<file path="src/rtl/sort_pkg.sv">
`default_nettype none
// ------------------------------------------------------------------
// sort_pkg : shared widths and FSM states for the sorter family
// Rev 1.0
// ------------------------------------------------------------------
package sort_pkg;

  localparam int DATA_WIDTH = 8;
  localparam int ELEM_WIDTH = 2;
  localparam int NUM_ELEM   = DATA_WIDTH / ELEM_WIDTH;

  typedef enum logic [0:0] {
    IDLE = 1'b0,
    EMIT = 1'b1
  } state_e;

endpackage
`default_nettype wire

</file>
<file path="src/rtl/sort_order_chk.sv">
`default_nettype none
// ------------------------------------------------------------------
// sort_order_chk : flags a packed word that is not non-increasing
// Rev 1.0
// ------------------------------------------------------------------
module sort_order_chk
  import sort_pkg::*;
#(
  parameter int DATA_WIDTH = sort_pkg::DATA_WIDTH,
  parameter int ELEM_WIDTH = sort_pkg::ELEM_WIDTH
) (
  input  logic [DATA_WIDTH-1:0] word,
  output logic                  err
);

  localparam int c_num_elem = DATA_WIDTH / ELEM_WIDTH;

  logic [c_num_elem-2:0] w_rise;

  // Element 0 sits in the MSBs; any strictly rising neighbour pair is an error.
  for (genvar i = 0; i < c_num_elem - 1; i++) begin : g_pair
    assign w_rise[i] = word[DATA_WIDTH-1-i*ELEM_WIDTH -: ELEM_WIDTH]
                     < word[DATA_WIDTH-1-(i+1)*ELEM_WIDTH -: ELEM_WIDTH];
  end

  assign err = |w_rise;

endmodule
`default_nettype wire

</file>
<file path="src/rtl/sort_unpack.sv">
`default_nettype none
// ------------------------------------------------------------------
// sort_unpack : streams a packed sorted word out one element per beat
// Rev 1.0
// ------------------------------------------------------------------
module sort_unpack
  import sort_pkg::*;
#(
  parameter int DATA_WIDTH = sort_pkg::DATA_WIDTH,
  parameter int ELEM_WIDTH = sort_pkg::ELEM_WIDTH
) (
  input  logic                  clk,
  input  logic                  rst_n,
  input  logic                  sort_vld,
  input  logic [DATA_WIDTH-1:0] sort,
  output logic                  sort_rdy,
  output logic [ELEM_WIDTH-1:0] dat,
  output logic                  dat_vld,
  input  logic                  dat_rdy,
  output logic [1:0]            dat_idx,
  output logic                  dat_last,
  output logic                  order_err,
  output logic [7:0]            err_cnt
);

  localparam int         c_num_elem = DATA_WIDTH / ELEM_WIDTH;
  localparam logic [1:0] c_last_idx = 2'(c_num_elem - 1);

  state_e                r_state;
  logic [DATA_WIDTH-1:0] r_hold;
  logic [ELEM_WIDTH-1:0] w_elem [c_num_elem];
  logic [1:0]            w_next_idx;
  logic                  w_accept;
  logic                  w_order_err;

  for (genvar i = 0; i < c_num_elem; i++) begin : g_elem
    assign w_elem[i] = r_hold[DATA_WIDTH-1-i*ELEM_WIDTH -: ELEM_WIDTH];
  end

  sort_order_chk #(
    .DATA_WIDTH (DATA_WIDTH),
    .ELEM_WIDTH (ELEM_WIDTH)
  ) u_order_chk (
    .word (sort),
    .err  (w_order_err)
  );

  // Ready in EMIT only as the final element leaves, so words chain without a bubble.
  assign sort_rdy   = (r_state == IDLE) || (dat_idx == c_last_idx && dat_rdy);
  assign w_accept   = sort_vld && sort_rdy;
  assign w_next_idx = dat_idx + 2'd1;

  always_ff @(posedge clk or negedge rst_n) begin
    if (!rst_n) begin
      r_state   <= IDLE;
      r_hold    <= '0;
      dat       <= '0;
      dat_idx   <= '0;
      dat_vld   <= 1'b0;
      dat_last  <= 1'b0;
      order_err <= 1'b0;
      err_cnt   <= '0;
    end else if (w_accept) begin
      r_state   <= EMIT;
      r_hold    <= sort;
      dat       <= sort[DATA_WIDTH-1 -: ELEM_WIDTH];
      dat_idx   <= '0;
      dat_vld   <= 1'b1;
      dat_last  <= (c_last_idx == 2'd0);
      order_err <= w_order_err;
      if (w_order_err && err_cnt != 8'hFF) begin
        err_cnt <= err_cnt + 8'd1;
      end
    end else if (r_state == EMIT && dat_rdy) begin
      if (dat_idx == c_last_idx) begin
        r_state  <= IDLE;
        dat_vld  <= 1'b0;
        dat_last <= 1'b0;
      end else begin
        dat_idx  <= w_next_idx;
        dat      <= w_elem[w_next_idx];
        dat_last <= (w_next_idx == c_last_idx);
      end
    end
  end

endmodule
`default_nettype wire

</file>
<file path="config.mk">
export PLATFORM = sky130hd
export DESIGN_NAME = sort_unpack
export DESIGN_NICKNAME = d
export VERILOG_FILES = /design/src/rtl/sort_pkg.sv /design/src/rtl/sort_order_chk.sv /design/src/rtl/sort_unpack.sv
export SDC_FILE = /design/constraint.sdc
export NUM_CORES = 1
export LEC_CHECK = 0
export ABC_CLOCK_PERIOD_IN_PS = 1950
export BUFFER_PORTS_ARGS = -buffer_cell sky130_fd_sc_hd__buf_2
export CAP_MARGIN = 25
export CORE_MARGIN = 2
export CORE_UTILIZATION = 52
export DETAILED_ROUTE_END_ITERATION = 10
export GPL_ROUTABILITY_DRIVEN = 0
export HOLD_SLACK_MARGIN = 0.15
export PLACE_DENSITY = 0.77
export SLEW_MARGIN = 20
export SYNTH_ARGS = -nofsm -noshare
export SYNTH_HDL_FRONTEND = slang
export SYNTH_SLANG_ARGS = --single-unit
</file>
<file path="constraint.sdc">
create_clock -name clk -period 1.95 [get_ports clk]
set_clock_uncertainty 0.05 [all_clocks]
set_input_delay 0.39 -clock clk [delete_from_list [all_inputs] [get_ports clk]]
set_output_delay 0.39 -clock clk [all_outputs]
set_load 0.05 [all_outputs]
</file>
Word level (Yosys, flattened, before mapping)
Index checks and enable logic that the tools add are counted.
W data, S select, Z words.
{"block": "op_classes", "div_mod_pow": 0, "n_bitwise": 2, "shifts": 0, "addsub": 2, "muxes": 15, "eq_ne": 4, "order_cmp": 4, "n_mul": 0, "n_reduce_logical": 11}
{"operator": "$mux W2", "n": 8}
{"operator": "$add A8 B1 Y8 const B", "n": 1}
{"operator": "$ne A8 B8 Y1 const B", "n": 1}
{"operator": "$lt A2 B2 Y1", "n": 3}
{"operator": "$mux W1", "n": 6}
{"operator": "$reduce_and A2 Y1", "n": 3}
{"operator": "$bmux W2 S2", "n": 1}
{"operator": "$eq A2 B2 Y1 const B", "n": 2}
{"operator": "$logic_and A1 B1 Y1", "n": 4}
{"operator": "$reduce_bool A2 Y1", "n": 2}
{"operator": "$ge A3 B3 Y1 const B", "n": 1}
{"operator": "$not A2 Y3", "n": 1}
{"operator": "$reduce_or A3 Y1", "n": 1}
{"operator": "$add A2 B1 Y2 const B", "n": 1}
{"operator": "$ne A2 B2 Y1 const B", "n": 1}
{"operator": "$logic_or A1 B1 Y1", "n": 1}
{"operator": "$not A1 Y1", "n": 1}
{"block": "word_totals", "output_inout_bits": 16, "latchBits": 0, "in_bits": 12, "romBits": 0, "reg_bits": 23, "elab_cells": 45, "mem_count": 0, "ramBits": 0}

Depth between registers and ports, before layout
Gate-level depths: netlist of the first run.
{"block": "depth", "depth_word": 8, "mapped_depth": 6, "mapped_depth_nobuf": 6}

By module
Synthesis of the first run repeated with hierarchy kept, for this count alone.
{"block": "unflattened", "cells_unflattened": 118, "hier_area_um2": 1216.2}
{"module": "sort_unpack", "seq_area_each_um2": 575.6, "cells_each": 105, "n_inst": 1, "area_each_um2": 1127.3}
{"module": "sort_order_chk", "seq_area_each_um2": 0.0, "cells_each": 13, "n_inst": 1, "area_each_um2": 88.8}

Worst setup path after synthesis of the first run
OpenSTA, ideal clock, no wires.
{"block": "synth_path", "path_kind": "register to register", "start": "register dat_idx[0]", "end": "register err_cnt[1]", "arrival_time_ns": 1.847, "t_required_ns": 1.775, "setup_ns": 0.125, "path_buffers": 0, "slack_ns": -0.072, "path_stages_with_launch": 6, "period_less_slack_ns": 2.022, "cell_sequence": "dfrtp_1 > ha_1 > and2_1 > o221a_4 > nor2b_4 > mux2_4"}
{"block": "synth_via", "elab_chain_cells": 5}
{"item": "start: declaration", "line": "sort_unpack.sv:20", "text": "output logic [1:0] dat_idx,"}
{"item": "start signal: assignment", "line": "sort_unpack.sv:80", "text": "dat_idx <= w_next_idx;"}
{"item": "$eq A2 B2 Y1", "line": "sort_unpack.sv:49", "text": "assign sort_rdy = (r_state == IDLE) || (dat_idx == c_last_idx && dat_rdy);"}
{"item": "$logic_and A1 B1 Y1", "line": "sort_unpack.sv:49"}
{"item": "$logic_or A1 B1 Y1", "line": "sort_unpack.sv:49"}
{"item": "$logic_and A1 B1 Y1", "line": "sort_unpack.sv:50", "text": "assign w_accept = sort_vld && sort_rdy;"}
{"item": "$reduce_and A2 Y1 (no line)"}
{"item": "end signal: assignment", "line": "sort_unpack.sv:72", "text": "err_cnt <= err_cnt + 8'd1;"}
{"item": "end: declaration", "line": "sort_unpack.sv:23", "text": "output logic [7:0] err_cnt"}
Every way passes these cells.
A chain may end at the register's enable or synchronous reset.

Worst setup path after layout of the first run
{"block": "layout_path", "start": "register dat_idx[1]", "end": "output port sort_rdy"}
{"block": "layout_via", "elab_chain_cells": 3}
{"item": "$eq A2 B2 Y1", "line": "sort_unpack.sv:49"}
{"item": "$logic_and A1 B1 Y1", "line": "sort_unpack.sv:49"}
{"item": "$logic_or A1 B1 Y1", "line": "sort_unpack.sv:49"}
{"item": "end: declaration", "line": "sort_unpack.sv:16", "text": "output logic sort_rdy,"}
Every way passes these cells.

==> results.sh, run 1 <==
export IMPL_die_x_um=52.9
export IMPL_worst_setup_hold_path_clk_slew_ns=0.12
export IMPL_p_total_uw=2110
export IMPL_grt_max_degree=24
export IMPL_placeableCoreArea_um2=2230
export IMPL_routed_wire_per_std_cell_um=12.5
export IMPL_number_of_global_route_vias_before_repair=906
export IMPL_cts_buffers=3
export IMPL_global_route_wire_length_before_repair_mm=3.83
export IMPL_slew_viol_final=0
export IMPL_worst_path_max_fanout=5
export IMPL_routed_wl_mm=2.28
export IMPL_yosysWarningCount=0
export IMPL_setup_viol_count_final=0
export IMPL_fin_hold_ws_ns=0.235
export IMPL_final_hold_vio_count=0
export IMPL_critical_path_cell_chain="ha_2, a21boi_2, inv_1, buf_4"
export IMPL_grt_setup_unrepaired="false"
export IMPL_via_per_inst=5.14
export IMPL_relative_area_change_from_synthesis_to_final_layout_pct=19.2
export IMPL_final_util=0.662
export IMPL_final_period_utilization=0.950
export IMPL_grt_util_all_layers=0.192
export IMPL_worst_setup_path_end_kind="output pin"
export IMPL_layout_min_cycle_time_ns=1.85
export IMPL_die_height_um=52.9
export IMPL_synth_ff_type="dfrtp_1"
export IMPL_maxSlewHeadroom=0.664
export IMPL_post_cts_setup_repair_buffer_count=0
export IMPL_vias=941
export IMPL_detail_route_antenna_nets=0
export IMPL_antenna_cells=0
export IMPL_layout_drive_gt1_share=0.348
export IMPL_grt_ovfl_total=0
export IMPL_postSynthAreaPerCell_um2=10.3
export IMPL_initial_core_util=0.556
export IMPL_synth_seq_area_share=0.464
export IMPL_drcViolationCount=0
export IMPL_cts_root_buffer_cell="clkbuf_4"
export IMPL_timing_critical_path_slowest_cell_delay_ns=0.46
export IMPL_post_synthesis_net_count=139
export IMPL_tns_ns=0
export IMPL_io_pin_count=28
export IMPL_cp_start_kind="flop"
export IMPL_worst_ir_drop_vdd_v=0.00123
export IMPL_clk_insertion_delay_late_ns=0.32
export IMPL_flops_latches_synth=23
export IMPL_run_status="finished, final reports clean"
export IMPL_power_leakage_uw=0.000790
export IMPL_worst_hold_path_type="primary input to flop"
export IMPL_syn_inst=121
export IMPL_cts_tree="done"
export IMPL_io_buffer_count=27
export IMPL_cp_required_ns=1.51
export IMPL_yosysUniqueCellTypes=31
export IMPL_arrival_ns=1.41
export IMPL_htreeDepth=1
export IMPL_maxCapViolations=0
export IMPL_layout_cells_non_filler=183
export IMPL_syn_area_um2=1240
export IMPL_drt_initial_drc_count=9
export IMPL_num_rows=17
export IMPL_grt_antenna_before_repair=0
export IMPL_share_of_async_settable_or_async_resettable_flops_after_synthesis=1.00
export IMPL_dp_hpwl_mm=1.80
export IMPL_die_area_um2=2790
export IMPL_synth_edf_count=0
export IMPL_worst_slew_pin_transition_ns=0.504
export IMPL_numPlacedInstances=178
export IMPL_detailedRoute_firstPassIterationCount=4
export IMPL_numClockSinks=23
export IMPL_criticalPathCategory="flop to output pin"
export IMPL_worst_path_max_delay_cell="dfrtp_2"
export IMPL_clk_path_buf_depth=2
export IMPL_finish_net_count=174
export IMPL_max_freq_mhz=540
export IMPL_power_density_cell_area_nw_per_um2=1430
==> synth_stat cells, types with 3 or more instances <==
cell type	number	area [µm²]
a21o_1	3	22.5
a21oi_1	5	25.0
a21oi_2	3	26.3
dfrtp_1	23	576
ha_1	6	75.1
inv_1	9	33.8
nand2_1	28	105
nand3_1	5	25.0
nor2_1	4	15.0
o21ai_0	6	30.0
xor2_1	5	43.8
==> path summary, 6_finish.rpt <==
check                           start    endpoint  slack [ns]  cells past startpoint
max in group asynchronous       rst_n  dat_idx[1]        0.98                      2
min reg2reg                 r_hold[6]   r_hold[6]        0.44                      2
min in group asynchronous       rst_n  err_cnt[5]        0.50                      2
max                        dat_idx[1]    sort_rdy         0.1                      4
max reg2reg                dat_idx[1]  err_cnt[1]        0.22                      5
min                           sort[4]   r_hold[4]        0.23                      3
==> worst max-delay path, delay by kind of cell, from the launching register on <==
| kind | cells | cell delay (ns) |
|---|---|---|
| AOI/OAI and AO/OA | 1 | 0.16 |
| adders and majority gates | 1 | 0.21 |
| DFF | 1 | 0.46 |
| buffers and inverters | 2 | 0.26 |
==> area by class of cell <==
type                       count  area [µm²]
fill                         195         754
multi-input combinational     88         633
sequential                    23         581
timing repair buffer          31         170
tap                           28        35.0
inverter                       9        33.8
clock buffer                   4        26.3
==> state kept, by name, summed over array words and instances, names as in the netlist <==
register   count
dat_last       1
dat_idx        2
order_err      1
r_state        1
r_hold         8
err_cnt        8
dat            2
==> timing repair <==
item | CTS | global route
gates resized for setup | 3 | 1
hold buffers | 1 | 0
hold endpoints to repair | 23 | 0
endpoints found under the setup margin | 1 | 1
==> cell usage in the layout, fill, tap and decap left out, types with 2 or more instances in the layout <==
cell type / instances
buf_2: 26
dfrtp_1: 19
a21o_1: 3
dfrtp_2: 4
nand2_1: 28
clkbuf_4: 3
buf_4: 4
ha_1: 5
a22o_1: 2
mux2_4: 2
nor2_1: 4
nand3_1: 5
a21oi_2: 3
a21oi_1: 5
nand2b_1: 2
o21ai_0: 6
mux4_2: 2
inv_1: 9
xor2_1: 5
==> report_power, final <==
part	switching (µW)	internal (µW)
Sequential	130	659
Combinational	706	387
Clock	146	80.2
Total	981	1130
==> kinds of logic (layout without fill, tap and decap cells) <==
group / Yosys count / after routing / synth area share
xor+xnor: 6 / 6 / 0.0423
compound gates: 23 / 23 / 0.133
buf+inv: 10 / 44 / 0.0312
mux: 4 / 4 / 0.0605
fa+ha+maj: 6 / 6 / 0.0605
flops: 23 / 23 / 0.464
simple gates: 49 / 49 / 0.209
==> per-stage QoR <==
step	instance area [µm²]	setup slack, ns
after CTS	1480	0.0322
final	1480	0.0979
after global routing	1480	0.0111
after detailed placement	1430	0.0899
after global placement	1430	0.143
after floorplan	1250	0.0826
==> metal layers <==
layer / vias up / global-route usage / share of wire
met3: 5 / 0.0254 / 0.041
met5: - / 0 / 0
met2: 23 / 0.296 / 0.46
li1: 480 / - / -
met1: 433 / 0.264 / 0.47
met4: 0 / 0.103 / 0.022
Power figures use the tool's default switching activity.
==> inputs of run 2 (changes only) <==
ABC_AREA = 1   (was default)
CORE_UTILIZATION = 53   (was 52)
PLACE_DENSITY = 0.78   (was 0.77)
==> results.sh, run 2 <==
export IMPL_run_status="finished, final reports clean"
export IMPL_routed_wire_per_std_cell_um=12.3
export IMPL_grt_antenna_before_repair=0
export IMPL_yosysWarningCount=0
export IMPL_max_freq_mhz=541
export IMPL_dp_hpwl_mm=2.20
export IMPL_postSynthAreaPerCell_um2=7.73
export IMPL_synthTopCellsByCount="nand2_1 (56), dfrtp_1 (23), inv_1 (21), nor2_1 (11), o21ai_1 (9)"
export IMPL_worst_setup_hold_path_clk_slew_ns=0.13
export IMPL_synth_edf_count=0
export IMPL_worst_path_max_delay_cell="dfrtp_2"
export IMPL_numClockSinks=23
export IMPL_relative_area_change_from_synthesis_to_final_layout_pct=14.6
export IMPL_cp_required_ns=1.51
export IMPL_netlist_area_leader_share=0.435
export IMPL_syn_inst=171
export IMPL_htreeDepth=1
export IMPL_initial_core_util=0.549
export IMPL_layout_min_cycle_time_ns=1.85
export IMPL_critical_path_cell_chain="ha_1, nand2_1, nand2_2, buf_2"
export IMPL_stdcell_area_um2=1520
export IMPL_syn_area_um2=1320
export IMPL_synth_ff_type="dfrtp_1"
export IMPL_flops_latches_synth=23
export IMPL_layout_drive_gt1_share=0.225
export IMPL_maxSlewHeadroom=0.659
export IMPL_yosysUniqueCellTypes=25
export IMPL_cts_tree="done"
export IMPL_power_leakage_uw=0.000844
export IMPL_detailedRoute_firstPassIterationCount=4
export IMPL_worst_path_max_fanout=10
export IMPL_worst_hold_path_type="primary input to flop"
export IMPL_worst_slew_pin_transition_ns=0.511
export IMPL_final_hold_vio_count=0
export IMPL_grt_ovfl_total=0
export IMPL_grt_setup_unrepaired="false"
export IMPL_die_x_um=54.0
export IMPL_share_of_async_settable_or_async_resettable_flops_after_synthesis=1.00
export IMPL_tns_ns=0
export IMPL_yosys_area_top_type="dfrtp_1"
export IMPL_worst_ir_drop_vdd_v=0.000892
export IMPL_drt_initial_drc_count=18
export IMPL_maxCapViolations=0
export IMPL_vias=1194
export IMPL_most_common_layout_cells="nand2_1 (56), buf_2 (27), dfrtp_1 (22)"
export IMPL_synth_seq_area_share=0.435
export IMPL_leading_cell_type_by_number_of_instances_after_synthesis="nand2_1"
export IMPL_criticalPathCategory="flop to output pin"
export IMPL_io_buffer_count=27
export IMPL_grt_util_all_layers=0.223
export IMPL_final_period_utilization=0.947
export IMPL_via_per_inst=5.19
export IMPL_drcViolationCount=0
export IMPL_power_density_cell_area_nw_per_um2=1380
export IMPL_clk_path_buf_depth=2
export IMPL_cp_start_kind="flop"
export IMPL_fill_cells=223
export IMPL_placeableCoreArea_um2=2410
export IMPL_setup_viol_count_final=0
export IMPL_final_util=0.629
export IMPL_layout_commonest_cell="nand2_1"
export IMPL_reg_largest_list="err_cnt: 8 flops, r_hold: 8 flops"
export IMPL_synth_top_cells_by_area="dfrtp_1 (44%), nand2_1 (16%), inv_1 (6.0%)"
export IMPL_timing_critical_path_slowest_cell_delay_ns=0.49
export IMPL_detail_route_antenna_nets=0
export IMPL_die_area_um2=2910
export IMPL_finish_net_count=219
export IMPL_num_rows=18
export IMPL_post_synthesis_net_count=189
export IMPL_global_route_wire_length_before_repair_mm=4.75
export IMPL_grt_max_degree=24
export IMPL_number_of_global_route_vias_before_repair=1107
export IMPL_worst_setup_path_end_kind="output pin"
export IMPL_post_dp_cell_area_um2=1480
export IMPL_die_height_um=54.0
export IMPL_antenna_cells=0
export IMPL_cts_buffers=3
export IMPL_slew_viol_final=0
export IMPL_clk_insertion_delay_late_ns=0.31
export IMPL_arrival_ns=1.41
export IMPL_cts_root_buffer_cell="clkbuf_4"
export IMPL_io_pin_count=28
export IMPL_post_cts_setup_repair_buffer_count=0
export IMPL_routed_wl_mm=2.83
-- run 2: layout make-up --
type / count / area, µm² / area share
clock buffers: 3 / 22.5 / 0.0149
clock inverters: 1 / 5.00 / 0.00330
inverters: 25 / 97.6 / 0.0644
multi-input cells: 119 / 623 / 0.411
flip-flops and latches: 23 / 577 / 0.381
well taps: 30 / 37.5 / 0.0248
repair buffers: 29 / 153 / 0.101
-- run 2: repair_timing --
| action | 4_1_cts | 5_1_grt |
|---|---|---|
| endpoints found under the setup margin | 0 | 1 |
| hold buffers | 1 | 0 |
| endpoints found under the hold margin | 23 | 0 |
| resized for setup | 0 | 1 |
-- run 2: logic make-up (layout without fill, tap and decap cells) --
kind of cell | count (synthesis) | count (layout) | share of synthesized area
compound gates | 21 | 21 | 0.0870
xor+xnor | 3 | 3 | 0.0199
fa+ha+maj | 6 | 6 | 0.0568
buf+inv | 29 | 58 | 0.0937
flops | 23 | 23 | 0.435
simple gates | 89 | 89 | 0.307
-- run 2: per-stage QoR --
stage	setup slack (ns)	cells	hold slack, ns	total power [µW]
6_report	0.103	230	0.271	2090
5_1_grt	0.0118	230	0.288	2250
4_1_cts	0.0228	230	0.274	2100
3_5_place_dp	0.266	225	0.348	1880
3_3_place_gp	0.347	225	0.338	1830
2_1_floorplan	0.0950	171	0.0444	1620
-- run 2: worst paths after layout --
check / from / to / slack (ns) / cells after the start
worst max-delay path: dat_idx[0] / sort_rdy / 0.10 / 4
worst min-delay path: sort[1] / r_hold[1] / 0.27 / 3
worst max register to register: dat_idx[0] / dat[1] / 0.31 / 9
worst min register to register: r_hold[0] / r_hold[0] / 0.47 / 2
max in group asynchronous: rst_n / dat_idx[0] / 0.97 / 2
min in group asynchronous: rst_n / r_state / 0.51 / 2
-- run 2: layer usage --
layer,up-vias,global-route usage,part of all wire
li1,601,-,-
met1,544,0.295,0.44
met2,45,0.386,0.49
met3,4,0.0250,0.055
met4,0,0.0513,0.013
met5,-,0,0
-- run 2: power by group --
part	internal (µW)	total, µW	switching, µW
clock	76.7	223	147
sequential	654	804	150
combinational	299	1060	760
-- run 2: critical path, delay by kind of cell, from the launching register on --
kind	cells	cell delay (ns)
and+or+nand+nor	2	0.15
buffers and inverters	1	0.22
adders and majority gates	1	0.23
DFF	1	0.49
